**src/rtl/add_pkg.sv**
```systemverilog
// Shared types for the serial adder.
// Holds the FSM state encoding used by add_serial.
package add_pkg;

  typedef enum logic [1:0] {
    IDLE,
    RUN,
    DONE
  } state_t;

endpackage

```
**src/rtl/add_chunk.sv**
```systemverilog
// Combinational K-bit adder slice with carry in/out.
// Ports: i_a, i_b (K) + i_cin -> o_sum (K), o_cout.
module add_chunk #(
  parameter int K = 2
) (
  input  logic [K-1:0] i_a,
  input  logic [K-1:0] i_b,
  input  logic         i_cin,
  output logic [K-1:0] o_sum,
  output logic         o_cout
);

  logic [K:0] w_full;

  assign w_full = {1'b0, i_a}
                + {1'b0, i_b}
                + {{K{1'b0}}, i_cin};
  assign o_sum  = w_full[K-1:0];
  assign o_cout = w_full[K];

endmodule

```
**src/rtl/add_serial.sv**
```systemverilog
// Multi-cycle adder: adds two N-bit operands K bits per clock, LSB chunk first.
// Ports: i_clk, i_rst_n (sync, active-low), i_valid/o_ready + i_a, i_b, i_cin in;
//        o_valid/i_ready + o_out, o_carry (unsigned), o_ovf (signed) out.
module add_serial
  import add_pkg::*;
#(
  parameter int N = 8,
  parameter int K = 2
) (
  input  logic         i_clk,
  input  logic         i_rst_n,
  input  logic         i_valid,
  output logic         o_ready,
  input  logic [N-1:0] i_a,
  input  logic [N-1:0] i_b,
  input  logic         i_cin,
  output logic         o_valid,
  input  logic         i_ready,
  output logic [N-1:0] o_out,
  output logic         o_carry,
  output logic         o_ovf
);

  localparam int NC = N / K;
  localparam int CW = (NC > 1) ? $clog2(NC) : 1;

  generate
    if (K < 1 || (N % K) != 0) begin : g_bad_k
      $error("add_serial: N must be a multiple of K");
    end
  endgenerate

  state_t r_state;
  state_t w_next;

  logic [N-1:0]  r_a;
  logic [N-1:0]  r_b;
  logic [N-1:0]  r_sum;
  logic          r_c;
  logic          r_amsb;
  logic          r_bmsb;
  logic [CW-1:0] r_cnt;
  logic [N-1:0]  r_out;
  logic          r_carry;
  logic          r_ovf;

  logic [K-1:0]  w_csum;
  logic          w_cout;
  logic [N-1:0]  w_sum_nx;
  logic          w_last;

  add_chunk #(.K(K)) u_chunk (
    .i_a    (r_a[K-1:0]),
    .i_b    (r_b[K-1:0]),
    .i_cin  (r_c),
    .o_sum  (w_csum),
    .o_cout (w_cout)
  );

  // New chunk enters at the MSB end; after NC chunks the
  // first one has travelled down to bit 0.
  generate
    if (K == N) begin : g_one
      assign w_sum_nx = w_csum;
    end else begin : g_shift
      assign w_sum_nx = {w_csum, r_sum[N-1:K]};
    end
  endgenerate

  assign w_last  = (r_cnt == CW'(NC - 1));
  assign o_ready = (r_state == IDLE);
  assign o_valid = (r_state == DONE);
  assign o_out   = r_out;
  assign o_carry = r_carry;
  assign o_ovf   = r_ovf;

  always_ff @(posedge i_clk) begin
    if (!i_rst_n) begin
      r_state <= IDLE;
    end else begin
      r_state <= w_next;
    end
  end

  always_comb begin
    w_next = r_state;
    unique case (r_state)
      IDLE: if (i_valid) w_next = RUN;
      RUN:  if (w_last)  w_next = DONE;
      DONE: if (i_ready) w_next = IDLE;
      default: w_next = IDLE;
    endcase
  end

  always_ff @(posedge i_clk) begin
    if (!i_rst_n) begin
      r_a     <= '0;
      r_b     <= '0;
      r_sum   <= '0;
      r_c     <= 1'b0;
      r_amsb  <= 1'b0;
      r_bmsb  <= 1'b0;
      r_cnt   <= '0;
      r_out   <= '0;
      r_carry <= 1'b0;
      r_ovf   <= 1'b0;
    end else begin
      if (r_state == IDLE && i_valid) begin
        r_a    <= i_a;
        r_b    <= i_b;
        r_c    <= i_cin;
        r_amsb <= i_a[N-1];
        r_bmsb <= i_b[N-1];
        r_cnt  <= '0;
      end else if (r_state == RUN) begin
        r_a   <= r_a >> K;
        r_b   <= r_b >> K;
        r_sum <= w_sum_nx;
        r_c   <= w_cout;
        r_cnt <= r_cnt + CW'(1);
        if (w_last) begin
          r_out   <= w_sum_nx;
          r_carry <= w_cout;
          r_ovf   <= (r_amsb == r_bmsb) &&
                     (w_sum_nx[N-1] != r_amsb);
        end
      end
    end
  end

endmodule

```
**config.mk**
```make
export PLATFORM = sky130hd
export DESIGN_NAME = add_serial
export DESIGN_NICKNAME = d
export VERILOG_FILES = /design/src/rtl/add_pkg.sv /design/src/rtl/add_chunk.sv /design/src/rtl/add_serial.sv
export SDC_FILE = /design/constraint.sdc
export NUM_CORES = 1
export LEC_CHECK = 0
export CAP_MARGIN = 0
export CELL_PAD_IN_SITES_DETAIL_PLACEMENT = 0
export CELL_PAD_IN_SITES_GLOBAL_PLACEMENT = 1
export CORE_MARGIN = 2
export CORE_UTILIZATION = 46
export CTS_CLUSTER_DIAMETER = 60
export CTS_CLUSTER_SIZE = 14
export DETAILED_ROUTE_END_ITERATION = 6
export DONT_BUFFER_PORTS = 1
export GPL_ROUTABILITY_DRIVEN = 0
export PLACE_DENSITY = 0.76
export SLEW_MARGIN = 20
export SYNTH_ARGS = -nofsm -noshare
export SYNTH_HDL_FRONTEND = slang
export SYNTH_HIERARCHICAL = 1
export SYNTH_SLANG_ARGS = --single-unit
export TNS_END_PERCENT = 20
```
**constraint.sdc**
```tcl
create_clock -name i_clk -period 2.4 [get_ports i_clk]
set_input_delay 0.36 -clock i_clk [delete_from_list [all_inputs] [get_ports i_clk]]
set_output_delay 0.36 -clock i_clk [all_outputs]
set_load 0.02 [all_outputs]
```
==> flow_summary.toml <==
[synthesis]
synth-edff-count = 0
synthArstFlopShare_pct = 0
netlist.top_cell.by_area = "dfxtp_1"
synth_area_leaders = "dfxtp_1 45%, nand2_1 10%, a21boi_1 6.5%, a21oi_1 4.6%, a21boi_0 2.6%"
syn-num-nets = 223
synth-seq-cells = 39
synth_area_um2 = 1729
yosysSeqAreaShare_pct = 45.15
synth_cell_types = 36
synth.avg_cell_area_um2 = 8.689
synth_flop_cell = "dfxtp_1"
netlist_instances = 199
synth_top_area_share_pct = 45.15
ys_warn_count = 6

[route]
drc = 0
viasPerCell = 5.498
drtPass1Iterations = 4
wl_per_cell_um = 14.34
drt_iter0_drc = 56
routed_wl_um = 3514
postRouteAntennaNets = 0
via_count = 1347

[layout]
fin_nets = 220
synthToLayoutAreaGrowth_pct = 6.802
fillers = 356
n_antenna_cell = 0
drive_gt1_share_pct = 11.68

[critical_path]
critPathLaunchType = "register"
crit_required_ns = 2.62
cp_slowest_stage_delay_ns = 0.45
critPathCaptureType = "register"
worst-setup-path-type = "register to register"
worstPathCellList = "inv_1, fa_1, fa_1, inv_1, or3b_2, a31oi_1"
arrival_ns = 2.36
crit_fanout = 4
critical_path.slowest_cell = "or3b_2"

[timing]
fin_setup_tns_ns = 0
slew-limit-headroom_pct = 60.90
min_period_ns = 2.141
fin_crit_sh_pct = 89.22
clock.fmax_mhz = 467.0
rsz0062_at_grt = "no"
final.setup_skew_ns = 0.005608
hold_viol = 0
slew_violations = 0
worstMarginPinSlew_ns = 0.5857
setup_viol = 0

[grt]
grtUsageTotal_pct = 18.79
first_global_vias = 1279
grt_max_degree = 39
grt_pass1_wl_um = 6113
grt_antenna_before_repair = 0
grt.overflow.total = 0

[floorplanning]
core_um2 = 3633
dieHeight_um = 65.31
start_util_pct = 47.59
num_rows = 22
io_pins = 33
die-area_um2 = 4265
fp.dieW_um = 65.31

[clocking]
cts_buffers = 5
cts_tree = "yes"
clkSlewWorstSetupHoldPaths_ns = 0.08
clk_latency_ns = 0.29
post_cts_buffers = 0
clock-sinks = 39
cts_resized = 0
cts_hold_buffers = 0
cts-htree-levels = 2
cts-root-buf = "clkbuf_8"
clk_path_buf_depth = 2

[outcome]
outcome = "completed"

[power_and_ir_drop]
powerDensity_nw_per_um2 = 769.4
power_mw = 1.421
peakVddDrop_mv = 0.4079
p_leak_nw = 0.6669

[placed_design]
numPortBuffers = 0
dpl.hpwl_um = 2441

[run]
cap_violations = 0

[min_path]
hp-class = "primary input to register"
==> through the flow <==
| step | utilization (%) | setup slack (ns) | cells | instance area, um^2 | hold WS, ns |
|---|---|---|---|---|---|
| floorplan | - | 0.4390 | 199 | 1729 | 0.4281 |
| global placement | 47.59 | 0.3812 | 237 | 1729 | 0.4371 |
| detailed placement | 47.59 | 0.3234 | 237 | 1729 | 0.4453 |
| CTS | 50.83 | 0.2898 | 245 | 1847 | 0.1692 |
| global route | 50.83 | 0.1994 | 245 | 1847 | 0.1761 |
| finish | 50.83 | 0.2586 | 245 | 1847 | 0.1764 |
==> kinds of logic after synthesis <==
| group | after synthesis | share of synthesized area, % |
|---|---|---|
| compound gates | 64 | 24.82 |
| xor+xnor | 1 | 0.5066 |
| fa+ha+maj | 3 | 3.039 |
| buf+inv | 22 | 6.512 |
| flops | 39 | 45.15 |
| simple gates | 70 | 19.97 |
==> state kept, by name, summed over array words and instances, names as in the netlist <==
| register | flops |
|---|---|
| r_b | 8 |
| r_amsb | 1 |
| o_ovf | 1 |
| r_c | 1 |
| o_out | 8 |
| r_sum | 6 |
| r_state | 2 |
| r_cnt | 2 |
| r_bmsb | 1 |
| o_carry | 1 |
| r_a | 8 |
==> cell usage in the layout (no fill, tap or decap), types with 3 or more instances in the layout <==
master,instances
o21ai_1,3
o21ai_0,8
nand2_1,46
a21oi_1,16
inv_1,10
clkbuf_8,6
a21boi_1,15
dfxtp_1,39
or3b_2,5
o21ai_2,3
o221ai_1,5
a21boi_0,6
nor2_1,6
==> Yosys cell counts, types with 3 or more instances <==
library cell and n:
nand2_1 46, dfxtp_1 39, a21oi_1 16, a21boi_1 15, inv_1 10, o21ai_0 8, a21boi_0 6, nor2_1 6
o221ai_1 5, or3b_2 5, clkbuf_1 4, buf_2 3, buf_4 3, o21ai_1 3, o21ai_2 3
==> path summary, 6_finish.rpt <==
check                              from                    end  slack (ns)  depth (start not counted)
setup / recovery    r_a[0]$_SDFFE_PN0P_     o_ovf$_SDFFE_PN0P_        0.26                          6
hold / removal                  i_rst_n    r_a[2]$_SDFFE_PN0P_        0.18                          2
setup reg to reg    r_a[0]$_SDFFE_PN0P_     o_ovf$_SDFFE_PN0P_        0.26                          6
hold reg to reg   r_sum[3]$_SDFFE_PN0P_  o_out[1]$_SDFFE_PN0P_        0.45                          2
==> where the power goes <==
part / total, mW / internal, mW / leakage [nW] / switching, mW
clock network: 0.565 / 0.336 / 0.0612 / 0.229
logic: 0.146 / 0.0666 / 0.287 / 0.0790
registers: 0.710 / 0.682 / 0.319 / 0.0282
total: 1.42 / 1.09 / 0.667 / 0.336
==> worst max-delay path, delay by kind of cell, from the launching register on <==
| kind | cells | cell delay (ns) |
|---|---|---|
| simple gates | 1 | 0.45 |
| compound gates | 1 | 0.19 |
| fa+ha+maj | 2 | 0.86 |
| buf+inv | 2 | 0.20 |
| flops | 1 | 0.36 |
==> layer usage <==
layer | vias to the layer above | global-route usage [%] | share of wire [%]
met5 | - | 0 | 0
met4 | 0 | 7.031 | 1.5
met3 | 5 | 7.363 | 6.3
met2 | 29 | 26.40 | 44
met1 | 640 | 25.92 | 48
li1 | 673 | - | -
==> area by class of cell <==
type / count / area, um^2 / share of cell area, %
tap: 48 / 60.06 / 3.252
multi-input combinational: 138 / 835.8 / 45.26
timing repair buffer: 2 / 15.01 / 0.8130
sequential: 39 / 780.7 / 42.28
clock buffer: 6 / 82.58 / 4.472
inverter: 10 / 37.54 / 2.033
clock inverter: 2 / 35.03 / 1.897
Power figures use the tool's default switching activity.
